[config.mk]
export PLATFORM = sky130hd
export DESIGN_NAME = muldiv_sched
export DESIGN_NICKNAME = d
export VERILOG_FILES = /design/src/rtl/muldiv_pkg.sv /design/src/rtl/muldiv_sched_hilo_reg.sv /design/src/rtl/muldiv_sched.sv
export SDC_FILE = /design/constraint.sdc
export NUM_CORES = 1
export LEC_CHECK = 0
export ABC_AREA = 1
export CAP_MARGIN = 40
export CORE_MARGIN = 1
export CORE_UTILIZATION = 44
export CTS_CLUSTER_DIAMETER = 30
export DETAILED_ROUTE_END_ITERATION = 6
export PLACE_DENSITY = 0.8
export RECOVER_POWER = 100
export SYNTH_ARGS = -nofsm -noshare
export SYNTH_HDL_FRONTEND = slang
export SYNTH_SLANG_ARGS = --single-unit
[constraint.sdc]
create_clock -name clk -period 2.4 [get_ports clk]
set_clock_uncertainty 0.15 [all_clocks]
set_input_delay 0.72 -clock clk [delete_from_list [all_inputs] [get_ports clk]]
set_output_delay 0.72 -clock clk [all_outputs]
set_load 0.01 [all_outputs]
[src/rtl/muldiv_pkg.sv]
// Shared types for the multiply/divide scheduler: op encoding, FSM states, default width.
package muldiv_pkg;

  localparam int unsigned WIDTH_DEF = 32;

  typedef enum logic [2:0] {
    OP_NONE  = 3'd0,
    OP_MULT  = 3'd1,
    OP_MULTU = 3'd2,
    OP_DIV   = 3'd3,
    OP_DIVU  = 3'd4,
    OP_MTHI  = 3'd5,
    OP_MTLO  = 3'd6
  } op_e;

  typedef enum logic [1:0] {
    ST_IDLE     = 2'd0,
    ST_MUL_WAIT = 2'd1,
    ST_DIV_WAIT = 2'd2,
    ST_DONE     = 2'd3
  } state_e;

endpackage

[src/rtl/muldiv_sched_hilo_reg.sv]
// Architectural HI/LO register pair with independent write enables.
module hilo_reg
  import muldiv_pkg::*;
#(
  parameter int unsigned WIDTH = WIDTH_DEF
) (
  input  logic             clk,
  input  logic             rst,
  input  logic             i_hi_we,
  input  logic [WIDTH-1:0] i_hi_d,
  input  logic             i_lo_we,
  input  logic [WIDTH-1:0] i_lo_d,
  output logic [WIDTH-1:0] o_hi,
  output logic [WIDTH-1:0] o_lo
);

  logic [WIDTH-1:0] r_hi;
  logic [WIDTH-1:0] r_lo;

  always_ff @(posedge clk) begin
    if (!rst) begin
      r_hi <= '0;
      r_lo <= '0;
    end else begin
      if (i_hi_we) r_hi <= i_hi_d;
      if (i_lo_we) r_lo <= i_lo_d;
    end
  end

  assign o_hi = r_hi;
  assign o_lo = r_lo;

endmodule

[src/rtl/muldiv_sched.sv]
// Sequences the external multiplier/divider, stalls execute while busy and
// commits HI/LO once per instruction; flush and watchdog abort without side effects.
module muldiv_sched
  import muldiv_pkg::*;
#(
  parameter int unsigned WIDTH       = WIDTH_DEF,
  parameter int unsigned TIMEOUT_CYC = 64
) (
  input  logic               clk,
  input  logic               rst,
  input  logic               op_valid_i,
  input  logic [2:0]         op_i,
  input  logic [WIDTH-1:0]   src_a_i,
  input  logic [WIDTH-1:0]   src_b_i,
  input  logic               stall_i,
  input  logic               flush_i,
  output logic               busy_o,
  output logic               mul_start_o,
  output logic               mul_signed_o,
  output logic               div_start_o,
  output logic               div_signed_o,
  output logic [WIDTH-1:0]   opa_o,
  output logic [WIDTH-1:0]   opb_o,
  input  logic               mul_ready_i,
  input  logic [2*WIDTH-1:0] mul_result_i,
  input  logic               div_ready_i,
  input  logic [2*WIDTH-1:0] div_result_i,
  output logic               unit_flush_o,
  output logic [WIDTH-1:0]   hi_o,
  output logic [WIDTH-1:0]   lo_o,
  output logic               timeout_o
);

  localparam int unsigned RES_W = 2 * WIDTH;
  localparam int unsigned CNT_W = $clog2(TIMEOUT_CYC + 1);

  state_e             r_state;
  state_e             w_state_next;
  logic [CNT_W-1:0]   r_cnt;
  logic [RES_W-1:0]   r_result;
  logic [WIDTH-1:0]   r_opa;
  logic [WIDTH-1:0]   r_opb;
  logic               r_signed;

  op_e                w_op;
  logic               w_is_mul;
  logic               w_is_div;
  logic               w_is_mt;
  logic               w_accept;
  logic               w_waiting;
  logic               w_ready;
  logic               w_timeout;
  logic [CNT_W-1:0]   w_cnt_inc;
  logic               w_hi_we;
  logic               w_lo_we;
  logic [WIDTH-1:0]   w_hi_d;
  logic [WIDTH-1:0]   w_lo_d;

  assign w_op      = op_e'(op_i);
  assign w_is_mul  = op_valid_i && (w_op == OP_MULT || w_op == OP_MULTU);
  assign w_is_div  = op_valid_i && (w_op == OP_DIV  || w_op == OP_DIVU);
  assign w_is_mt   = op_valid_i && (w_op == OP_MTHI || w_op == OP_MTLO);
  assign w_accept  = (r_state == ST_IDLE) && (w_is_mul || w_is_div) && !flush_i;
  assign w_waiting = (r_state == ST_MUL_WAIT) || (r_state == ST_DIV_WAIT);
  assign w_ready   = ((r_state == ST_MUL_WAIT) && mul_ready_i) ||
                     ((r_state == ST_DIV_WAIT) && div_ready_i);
  assign w_cnt_inc = r_cnt + CNT_W'(1);
  // Ready in the final wait cycle wins over the watchdog.
  assign w_timeout = w_waiting && !w_ready && !flush_i && (w_cnt_inc == CNT_W'(TIMEOUT_CYC));

  // State register
  always_ff @(posedge clk) begin
    if (!rst) r_state <= ST_IDLE;
    else      r_state <= w_state_next;
  end

  // Next-state logic
  always_comb begin
    w_state_next = r_state;
    if (flush_i) begin
      w_state_next = ST_IDLE;
    end else begin
      case (r_state)
        ST_IDLE: begin
          if (w_accept) w_state_next = w_is_mul ? ST_MUL_WAIT : ST_DIV_WAIT;
        end
        ST_MUL_WAIT, ST_DIV_WAIT: begin
          if (w_ready)        w_state_next = ST_DONE;
          else if (w_timeout) w_state_next = ST_IDLE;
        end
        ST_DONE: begin
          if (!stall_i) w_state_next = ST_IDLE;
        end
        default: w_state_next = ST_IDLE;
      endcase
    end
  end

  // Outputs and HI/LO write controls
  always_comb begin
    busy_o       = 1'b0;
    mul_start_o  = 1'b0;
    mul_signed_o = 1'b0;
    div_start_o  = 1'b0;
    div_signed_o = 1'b0;
    unit_flush_o = flush_i || w_timeout;
    timeout_o    = w_timeout;
    w_hi_we      = 1'b0;
    w_lo_we      = 1'b0;
    w_hi_d       = src_a_i;
    w_lo_d       = src_a_i;
    case (r_state)
      ST_IDLE: begin
        busy_o  = w_accept;
        w_hi_we = w_is_mt && (w_op == OP_MTHI) && !stall_i && !flush_i;
        w_lo_we = w_is_mt && (w_op == OP_MTLO) && !stall_i && !flush_i;
      end
      ST_MUL_WAIT: begin
        busy_o       = !flush_i;
        mul_start_o  = 1'b1;
        mul_signed_o = r_signed;
      end
      ST_DIV_WAIT: begin
        busy_o       = !flush_i;
        div_start_o  = 1'b1;
        div_signed_o = r_signed;
      end
      ST_DONE: begin
        w_hi_we = !stall_i && !flush_i;
        w_lo_we = !stall_i && !flush_i;
        w_hi_d  = r_result[RES_W-1:WIDTH];
        w_lo_d  = r_result[WIDTH-1:0];
      end
      default: ;
    endcase
  end

  // Operand latches, watchdog counter and result capture
  always_ff @(posedge clk) begin
    if (!rst) begin
      r_opa    <= '0;
      r_opb    <= '0;
      r_signed <= 1'b0;
      r_cnt    <= '0;
      r_result <= '0;
    end else begin
      if (w_accept) begin
        r_opa    <= src_a_i;
        r_opb    <= src_b_i;
        r_signed <= (w_op == OP_MULT) || (w_op == OP_DIV);
        r_cnt    <= '0;
      end else if (w_waiting && !w_ready) begin
        r_cnt <= w_cnt_inc;
      end
      if (w_ready && !flush_i) begin
        r_result <= (r_state == ST_MUL_WAIT) ? mul_result_i : div_result_i;
      end
    end
  end

  assign opa_o = r_opa;
  assign opb_o = r_opb;

  hilo_reg #(.WIDTH(WIDTH)) u_hilo (
    .clk     (clk),
    .rst     (rst),
    .i_hi_we (w_hi_we),
    .i_hi_d  (w_hi_d),
    .i_lo_we (w_lo_we),
    .i_lo_d  (w_lo_d),
    .o_hi    (hi_o),
    .o_lo    (lo_o)
  );

endmodule

==> results of run 1 <==
[cell type report]
class                      instances  share of cell area, %
sequential                       202                   29.0
multi-input combinational        895                   28.6
timing repair buffer             390                   27.7
clock inverter                    25                   2.21
inverter                          89                   2.45
clock buffer                      46                   7.63
tap                              265                   2.38
[power by group]
part | leakage [nW] | internal, mW | total, mW | switching, mW
clock network | 0.667 | 3.75 | 5.60 | 1.84
registers | 1.64 | 3.48 | 3.55 | 0.0686
logic | 3.48 | 0.649 | 1.24 | 0.592
total | 5.78 | 7.88 | 10.4 | 2.51
[logic make-up after synthesis]
group	count (synthesis)	synth area share [%]
AOI/OAI and AO/OA	338	19.6
xor gates and xnor gates	2	0.201
adders and majority gates	6	0.863
buffers and inverters	175	8.72
DFF	202	46.5
and+or+nand+nor	549	24.1
[metrics by stage]
step                setup TNS (ps)  utilization (%)
floorplan                        0                -
global placement            -66900             64.3
detailed placement          -72570             64.3
CTS                           -798             71.6
global route                 -1070             72.0
finish                        -691             72.0
[sequential cells by signal, summed over array words and instances, names as in the netlist]
name and count:
u_hilo.o_lo 32, r_signed 1, r_cnt 7, opb_o 32
u_hilo.o_hi 32, r_result 64, r_state 2, opa_o 32
[worst max-delay path, delay by kind of cell (launching register included)]
kind                     cells  cell delay (ps)
AND/OR/NAND/NOR              5              450
buffers and inverters        3              210
flip-flops                   1              370
adder cells (fa/ha/maj)      1              270
[Yosys cell counts]
master,instances
sky130_fd_sc_hd__nand2_1,323
sky130_fd_sc_hd__nor2_1,209
sky130_fd_sc_hd__dfxtp_1,202
sky130_fd_sc_hd__a21oi_1,199
sky130_fd_sc_hd__inv_1,84
sky130_fd_sc_hd__o21ai_0,73
sky130_fd_sc_hd__o21ai_1,60
sky130_fd_sc_hd__clkbuf_1,40
sky130_fd_sc_hd__buf_2,28
sky130_fd_sc_hd__nand3_1,8
sky130_fd_sc_hd__buf_1,7
sky130_fd_sc_hd__buf_6,6
sky130_fd_sc_hd__ha_1,6
sky130_fd_sc_hd__buf_4,5
sky130_fd_sc_hd__nand4_1,4
sky130_fd_sc_hd__inv_2,3
sky130_fd_sc_hd__nand2_2,3
sky130_fd_sc_hd__clkinv_2,2
sky130_fd_sc_hd__or2_1,2
sky130_fd_sc_hd__xnor2_1,2
sky130_fd_sc_hd__a211oi_1,1
sky130_fd_sc_hd__a21boi_0,1
sky130_fd_sc_hd__a21boi_1,1
sky130_fd_sc_hd__o211ai_1,1
sky130_fd_sc_hd__o21bai_1,1
sky130_fd_sc_hd__o41ai_1,1
[worst max-delay path by stage]
stage              endpoint  cells past startpoint  slack, ps                    start
2_1_floorplan        busy_o                      5         30                  op_i[1]
3_3_place_gp         busy_o                      7       -830                  op_i[1]
3_5_place_dp         busy_o                      7       -820                  op_i[1]
4_1_cts        unit_flush_o                     10       -310  r_state[0]$_SDFFE_PP0P_
5_1_grt        unit_flush_o                      9       -360  r_state[1]$_SDFFE_PP0P_
6_report       unit_flush_o                      9       -290  r_state[1]$_SDFFE_PP0P_
[routing by layer]
| layer | part of all wire, % | track usage [%] | wire (µm) | vias to the layer above |
|---|---|---|---|---|
| li1 | - | - | - | 4775 |
| met5 | 0 | 0 | 0 | - |
| met2 | 50 | 49.6 | 14700 | 371 |
| met4 | 2.9 | 11.7 | 865 | 0 |
| met3 | 8.5 | 6.86 | 2490 | 66 |
| met1 | 39 | 31.7 | 11400 | 4303 |
[what timing repair did]
action	CTS	global route
resized for setup	44	21
endpoints found under the setup margin	81	86
buffers inserted	3	4
pin swaps	10	11
==> flow_results.org, run 1 <==
** STA
- Counting I/O delays and the setup requirement, the final critical path takes 2690 ps.
- Highest attainable clock frequency :: 372 MHz
- Hold violation count in the final report :: 0
- Max-slew violation total from the final report :: 0
- Fin worst setup slack :: -287 ps
- Total of endpoints with negative setup slack in the final report :: 3
- RSZ-0062 raised after global routing :: true
- Relative slew margins :: 30.5%
- Tcrit/Tclk final :: 112%
- Hold_ws :: 310 ps
- At the pin with the least slew margin, the transition time is approximately 1000 ps.

** Layout
- Across the whole layout, storage elements account for 4050 µm².
- The multi-input combinational cells in the finished layout cover a total of 4000 µm².
- The final layout contains 1,826 nets.
- The repair_antennas step left the layout with diodes totalling 0.
- Layout overhead on the synthesized area :: 60.5%
- Once layout is complete, the cells apart from fillers number 1,912.
- Most used cells in the layout excluding fill and tap cells :: sky130_fd_sc_hd__clkdlybuf4s50_1 (321), sky130_fd_sc_hd__nand2_1 (319), sky130_fd_sc_hd__nor2_1 (205)
- Final cell area excluding filler cells :: about 14,000 µm²
- Share of cells above drive strength 1 :: 9.96%
- The layout has between 1,500 and 2,000 filler cells.
- The library cell used most frequently in the layout, excluding fill and tap cells, is sky130_fd_sc_hd__clkdlybuf4s50_1.

** Floorplanning
- The core region is just under 20,000 µm².
- I/O pin total :: 337
- The initialized floorplan defines 51 standard-cell rows.
- The die is approximately 140 µm wide.
- Starting density of the core :: 44.8%
- Die height :: between 100 and 150 µm
- DIE AREA :: 20,300 µm²

** Global routing
- The initial antenna violation count was 0.
- GR Util All Layers :: 27.9%
- For this run the aggregate overflow at the end of global routing stands at 0.
- Largest net degree at the start of global routing :: 71
- The first global-routing pass estimated 44,300 µm of wire.
- Via count of the first global-routing pass :: 8,603

** Route
- Detailed Routing Iterations Pass 1 :: 5
- The routed design has 29,400 µm of wire.
- Detail Route Antenna Nets :: 0
- Average detailed-routed wire length per instance :: between 15 and 20 µm
- In the routed layout, each cell is associated on average with a via count of 4.98.
- Vias after detailed routing :: 9,515
- For this block, the initial DRC count from the detailed router was 635.
- Residual DRC count :: 0

** Clocking
- In this run, CTS created clock tree buffers numbering 40.
- Clock Pin Slew Worst Setup and Hold Paths :: 50 ps
- Max Root-Sink Buffers :: 3
- Clock insertion delay at the later pin of the skew report :: about 510 ps
- TritonCTS clock tree :: done
- Hold Buf Count CTS :: 0
- Clk sink count :: 202
- H-tree depth :: 2
- Clock root buffer :: sky130_fd_sc_hd__clkbuf_16

** Setup path
- Crit Path Class :: flip-flop to primary output
- The endpoint identified for the worst register-to-register timing path is r_result[31]$_SDFFE_PN0P_.
- Kind of start point of the critical path :: flip-flop
- Endpoint arrival time on the critical path :: 1820 ps
- In this run the worst path has a maximum fanout of 3.
- At the worst endpoint, the required time is 1530 ps.
- Across all register-to-register paths, the minimum setup slack is ~80 ps.
- For the worst flop-to-flop path, the logic depth is 7.
- Walking the worst path, the cells encountered are inv_4 -> ha_4 -> inv_4 -> nor2_4 -> nand3_2 -> nor2_1 -> nand2_1 -> nand2_1 -> buf_2.
- The largest single stage delay on the critical path is roughly 370 ps.
- The startpoint identified for the worst register-to-register timing path is r_state[1]$_SDFFE_PP0P_.
- On the critical path, the stage with the largest delay is an instance of sky130_fd_sc_hd__dfxtp_4.
- STA classifies the critical path endpoint as a primary output.

** Logic synthesis
- Number of different library cells in the post-synthesis netlist :: 26
- Syn nets :: 1,480
- During synthesis, Yosys emitted a total of 0 warnings.
- Cell type contributing the most total cell area after synthesis :: sky130_fd_sc_hd__dfxtp_1
- In this run the mean area of a mapped cell was 6.84 µm².
- Register area share after synthesis :: between 40% and 50%
- Synthesis produced 1,272 cells.
- Summed over its instances, the top area cell type makes up approximately 47% of the synthesized netlist area.
- Synthesis inferred just over 200 register bits.
- In this run the cell area of the synthesized design comes to 8700 µm².
- After synthesis, the cell types taking the most area are sky130_fd_sc_hd__dfxtp_1 (47%), sky130_fd_sc_hd__nand2_1 (14%), sky130_fd_sc_hd__a21oi_1 (11%), sky130_fd_sc_hd__nor2_1 (9.0%), sky130_fd_sc_hd__o21ai_0 (4.2%).

** Placement
- In this run the cell area measured after placement is approximately 12,000 µm².
- Summed over all nets, the half-perimeter wirelength after detailed placement is 20,300 µm.
- Counting tap cells, the placed design contains a total of around 1,800 instances.
- Worst slack, placed :: -824 ps
- Routability congestion estimate from global placement :: 0.866
- In this run the tool buffered the top-level ports with 336 buffer cells.

** Power
- In this run the static leakage power is 5.78 nW.
- In this run the power density over the cells is 744 nW/µm².
- IR analysis of the VDD net gives a maximum drop of 0.472 mV.
- The design draws between 10 and 15 mW.

** Status
- The run finished, with violations left.
- The final reports fail on negative setup slack.

** Worst hold path
- Beginning of the worst hold path :: opa_o[27]$_SDFFE_PN0P_
- The worst hold path was traced through 2 stages.
- Hold Path Class :: flip-flop to flip-flop
- For hold timing, the worst endpoint is opa_o[27]$_SDFFE_PN0P_.

** Flow run
- Max-cap violations :: 0
Note: power is estimated with default switching activity, not from simulation.
==> run 2, diff against run 1 <==
--- a/config.mk
+++ b/config.mk
@@ -14,4 +14,5 @@
 export PLACE_DENSITY = 0.8
 export RECOVER_POWER = 100
+export SLEW_MARGIN = 20
 export SYNTH_ARGS = -nofsm -noshare
 export SYNTH_HDL_FRONTEND = slang
==> constraint.sdc (replaced) <==
create_clock -name clk -period 2.4 [get_ports clk]
set_clock_uncertainty 0.15 [all_clocks]
set_input_delay 0.24 -clock clk [delete_from_list [all_inputs] [get_ports clk]]
set_output_delay 0.24 -clock clk [all_outputs]
set_load 0.01 [all_outputs]
==> run 2 against run 1 <==
  * The flow now finishes without violations
  * Power up 0.42%
  * Via count up 0.56%
  * Global-route usage up 1.4 points
  * Sequential power about the same
  * Register-to-register slack better by 40 ps
  * Non-clock buffer count down 16
  * Die area unchanged
  * Final area down 0.77%
==> flow_results.org, run 2 (synthesized netlist as in run 1, its figures left out) <==
** Setup path
- The critical path goes through buf_4 -> ha_4 -> nand2_1 -> nand2_2 -> nor2_4 -> nand3_2 -> nor2_2 -> nand2_2 -> nand2_1 -> buf_2.
- For the worst setup path, the data arrival time is 1930 ps.
- The critical path is of the flip-flop to primary output type.
- The worst setup path is launched from a flip-flop.
- Data required time at the worst endpoint :: 2010 ps
- For this run, the slowest stage of the critical path takes 330 ps.
- STA classifies the critical path endpoint as a primary output.
- The critical path contains buffers and inverters numbering 2 combined.
- Grouping stages by cell kind, the critical path spends the most delay in simple AND/OR/NAND/NOR gates.
- Highest-delay cell along the critical path :: sky130_fd_sc_hd__dfxtp_2
- Of all nets on the critical path, the largest fanout is 3.

** Power
- Across the VDD grid, the largest voltage drop is 0.437 mV.
- Power spread over the standard cell area amounts to 753 nW/µm².
- After layout, the design draws a total of around 10 mW.
- Cell-internal power :: 7.93 mW
- In this run switching power makes up about a quarter of total power.
- Clock share of power :: 54.2%
- Sequential cells account for 34.0% of the total power.
- For this design the total switching power over the nets is 2.50 mW.
- Combinational logic is responsible for 11.8% of the overall power.
- Leakage power summed over all cells :: 6.12 nW

** Clocking
- Clk sink count :: 202
- The clock passes through at most 3 buffers.
- TritonCTS clock tree :: done
- The clock reaches the later pin of the worst-skew pair after approximately 500 ps.
- H-tree depth :: 2
- TritonCTS created 41 clock buffers.
- Clock root buffer :: sky130_fd_sc_hd__clkbuf_16
- Clock Pin Slew Worst Setup and Hold Paths :: approximately 50 ps

** Layout
- Layout overhead on the synthesized area :: 59.3%
- Antenna diode count :: 0
- Summing all multi-input logic gate instances after layout gives roughly 4000 µm².
- Filler cells :: 1,581
- In the final layout, flip-flops and latches occupy 4050 µm².
- Register with the highest flop count :: r_result
- Leaving out fill and tap cells, the most frequent cell in the layout is sky130_fd_sc_hd__nand2_1.
- At the end of the flow, the number of nets in the layout was 1,811.
- Share of cells above drive strength 1 :: around 8.4%
- Leaving out fill and tap cells, the most frequent cells in the layout are sky130_fd_sc_hd__nand2_1 (321), sky130_fd_sc_hd__nor2_1 (206), sky130_fd_sc_hd__clkdlybuf4s50_1 (201).
- The register with the most flip-flops in the layout has 64 of them.

** Route
- Detail Route Antenna Nets :: 0
- Via-to-Cell Ratio :: between 5 and 6
- Vias after detailed routing :: about 9,600
- For this run, the detailed router's first-pass iteration total came to 6.
- Summed over all layers, the routed wires come to 31,000 µm.
- For this block, the initial DRC count from the detailed router was 578.
- After detailed routing, the number of remaining DRC violations is 0.
- Average detailed-routed wire length per instance :: 16.3 µm

** STA
- The number of pins with negative max-slew slack in the final report was 0.
- Hold violation count in the final report :: 0
- Fin worst setup slack :: 82.1 ps
- Setup violations remaining at the end of the flow were counted as 0.
- Tcrit/Tclk final :: a little over nine tenths
- Highest attainable clock frequency :: 431 MHz
- Least-Margin Pin Slew :: 813 ps
- The routed design could run at a clock period as short as 2320 ps.
- Setup total negative slack on the finished layout was measured at 0 ps.
- Relative slew margins :: 45.8%
- Setup repair after global routing left no endpoint under its margin.

** Floorplanning
- In this run the horizontal extent of the chip is 143 µm.
- Die height :: between 100 and 150 µm
- Count of standard-cell rows :: between 50 and 60
- I/O pin total :: roughly 340
- The die covers 20,300 µm².
- The floorplan step defined a core boundary enclosing 19,400 µm².
- Starting density of the core :: 44.8%

** Placement
- After legalization and detailed placement, the total HPWL measured 19,900 µm.
- I/O Buffers :: 336
- Worst slack, placed :: 42.0 ps
- Routability congestion estimate from global placement :: 0.870

** Worst hold path
- The worst hold path belongs to the class input pin to flip-flop.

** Flow run
- Max-cap violations :: 0

** Global routing
- Final global-route overflow total :: 0
- The initial antenna violation count is 0.
- First-pass GRT wire length :: 46,300 µm
- Via count of the first global-routing pass :: 8,833
- GR Util All Layers :: just under 30%
- Entering global routing, the biggest net connects 130 pins.

** Status
- Run status :: completed
[run 2: cell types whose count changed in the layout (fill, tap and decap cells not counted), moves of 4 or more]
| cell | delta |
|---|---|
| sky130_fd_sc_hd__clkdlybuf4s50_1 | -120 |
| sky130_fd_sc_hd__buf_4 | -20 |
| sky130_fd_sc_hd__o21ai_1 | -29 |
| sky130_fd_sc_hd__dlygate4sd3_1 | +131 |
| sky130_fd_sc_hd__o21ai_0 | +29 |
| sky130_fd_sc_hd__clkbuf_8 | +9 |
| sky130_fd_sc_hd__buf_12 | -8 |
| sky130_fd_sc_hd__clkinv_2 | -4 |
| sky130_fd_sc_hd__clkbuf_4 | +5 |
[run 2: final timing paths]
path / from / end / slack, ps / cells past startpoint
worst min-delay path: src_b_i[26] / opb_o[26]$_SDFFE_PN0P_ / 150 / 3
worst min register to register: opa_o[11]$_SDFFE_PN0P_ / opa_o[11]$_SDFFE_PN0P_ / 310 / 2
worst max register to register: r_state[0]$_SDFFE_PP0P_ / r_state[0]$_SDFFE_PP0P_ / 120 / 14
worst max-delay path: r_state[0]$_SDFFE_PP0P_ / unit_flush_o / 80 / 10
[run 2: metal layers]
metal  track usage (%)  vias up  part of all wire (%)
met3              7.10       62                   7.9
met4              11.8        0                   3.0
met1              33.4     4377                    40
met2              52.3      380                    49
li1                  -     4749                     -
met5                 0        -                     0
[run 2: metrics by stage]
stage	hold WS [ps]	cells	instance area [µm²]	utilization (%)
floorplan	192	1272	8700	-
global placement	301	1811	12200	63.1
detailed placement	305	1811	12200	63.1
CTS	142	1898	13800	71.4
global route	150	1900	13900	71.4
finish	154	1900	13900	71.4
[run 2: layout make-up]
| cell class | instances | area share, % |
|---|---|---|
| Sequential cell | 202 | 29.2 |
| Multi-Input combinational cell | 895 | 28.6 |
| Tap cell | 265 | 2.39 |
| Timing Repair Buffer | 374 | 27.1 |
| Clock buffer | 57 | 8.94 |
| Clock inverter | 18 | 1.32 |
| Inverter | 89 | 2.42 |
[run 2: power groups by stage]
stage               combinational, mW  clock, mW  sequential [mW]
finish                           1.23       5.66             3.55
global route                     1.34       5.90             3.56
CTS                              1.25       5.71             3.55
detailed placement               1.16          0             3.61
global placement                 1.15          0             3.61
floorplan                       0.497          0             3.63
[run 2: tightest hold or removal path, stage by stage]
cell and delay (ps):
sky130_fd_sc_hd__clkdlybuf4s50_1 400, sky130_fd_sc_hd__nand2_1 60, sky130_fd_sc_hd__a21oi_1 50
[run 2: repair_timing]
item	CTS	global route
hold endpoints to repair	5	0
setup buffers	8	2
pin swaps	4	3
endpoints found under the setup margin	5	3
gates resized for setup	16	15
hold buffers	1	0
cloned	3	0
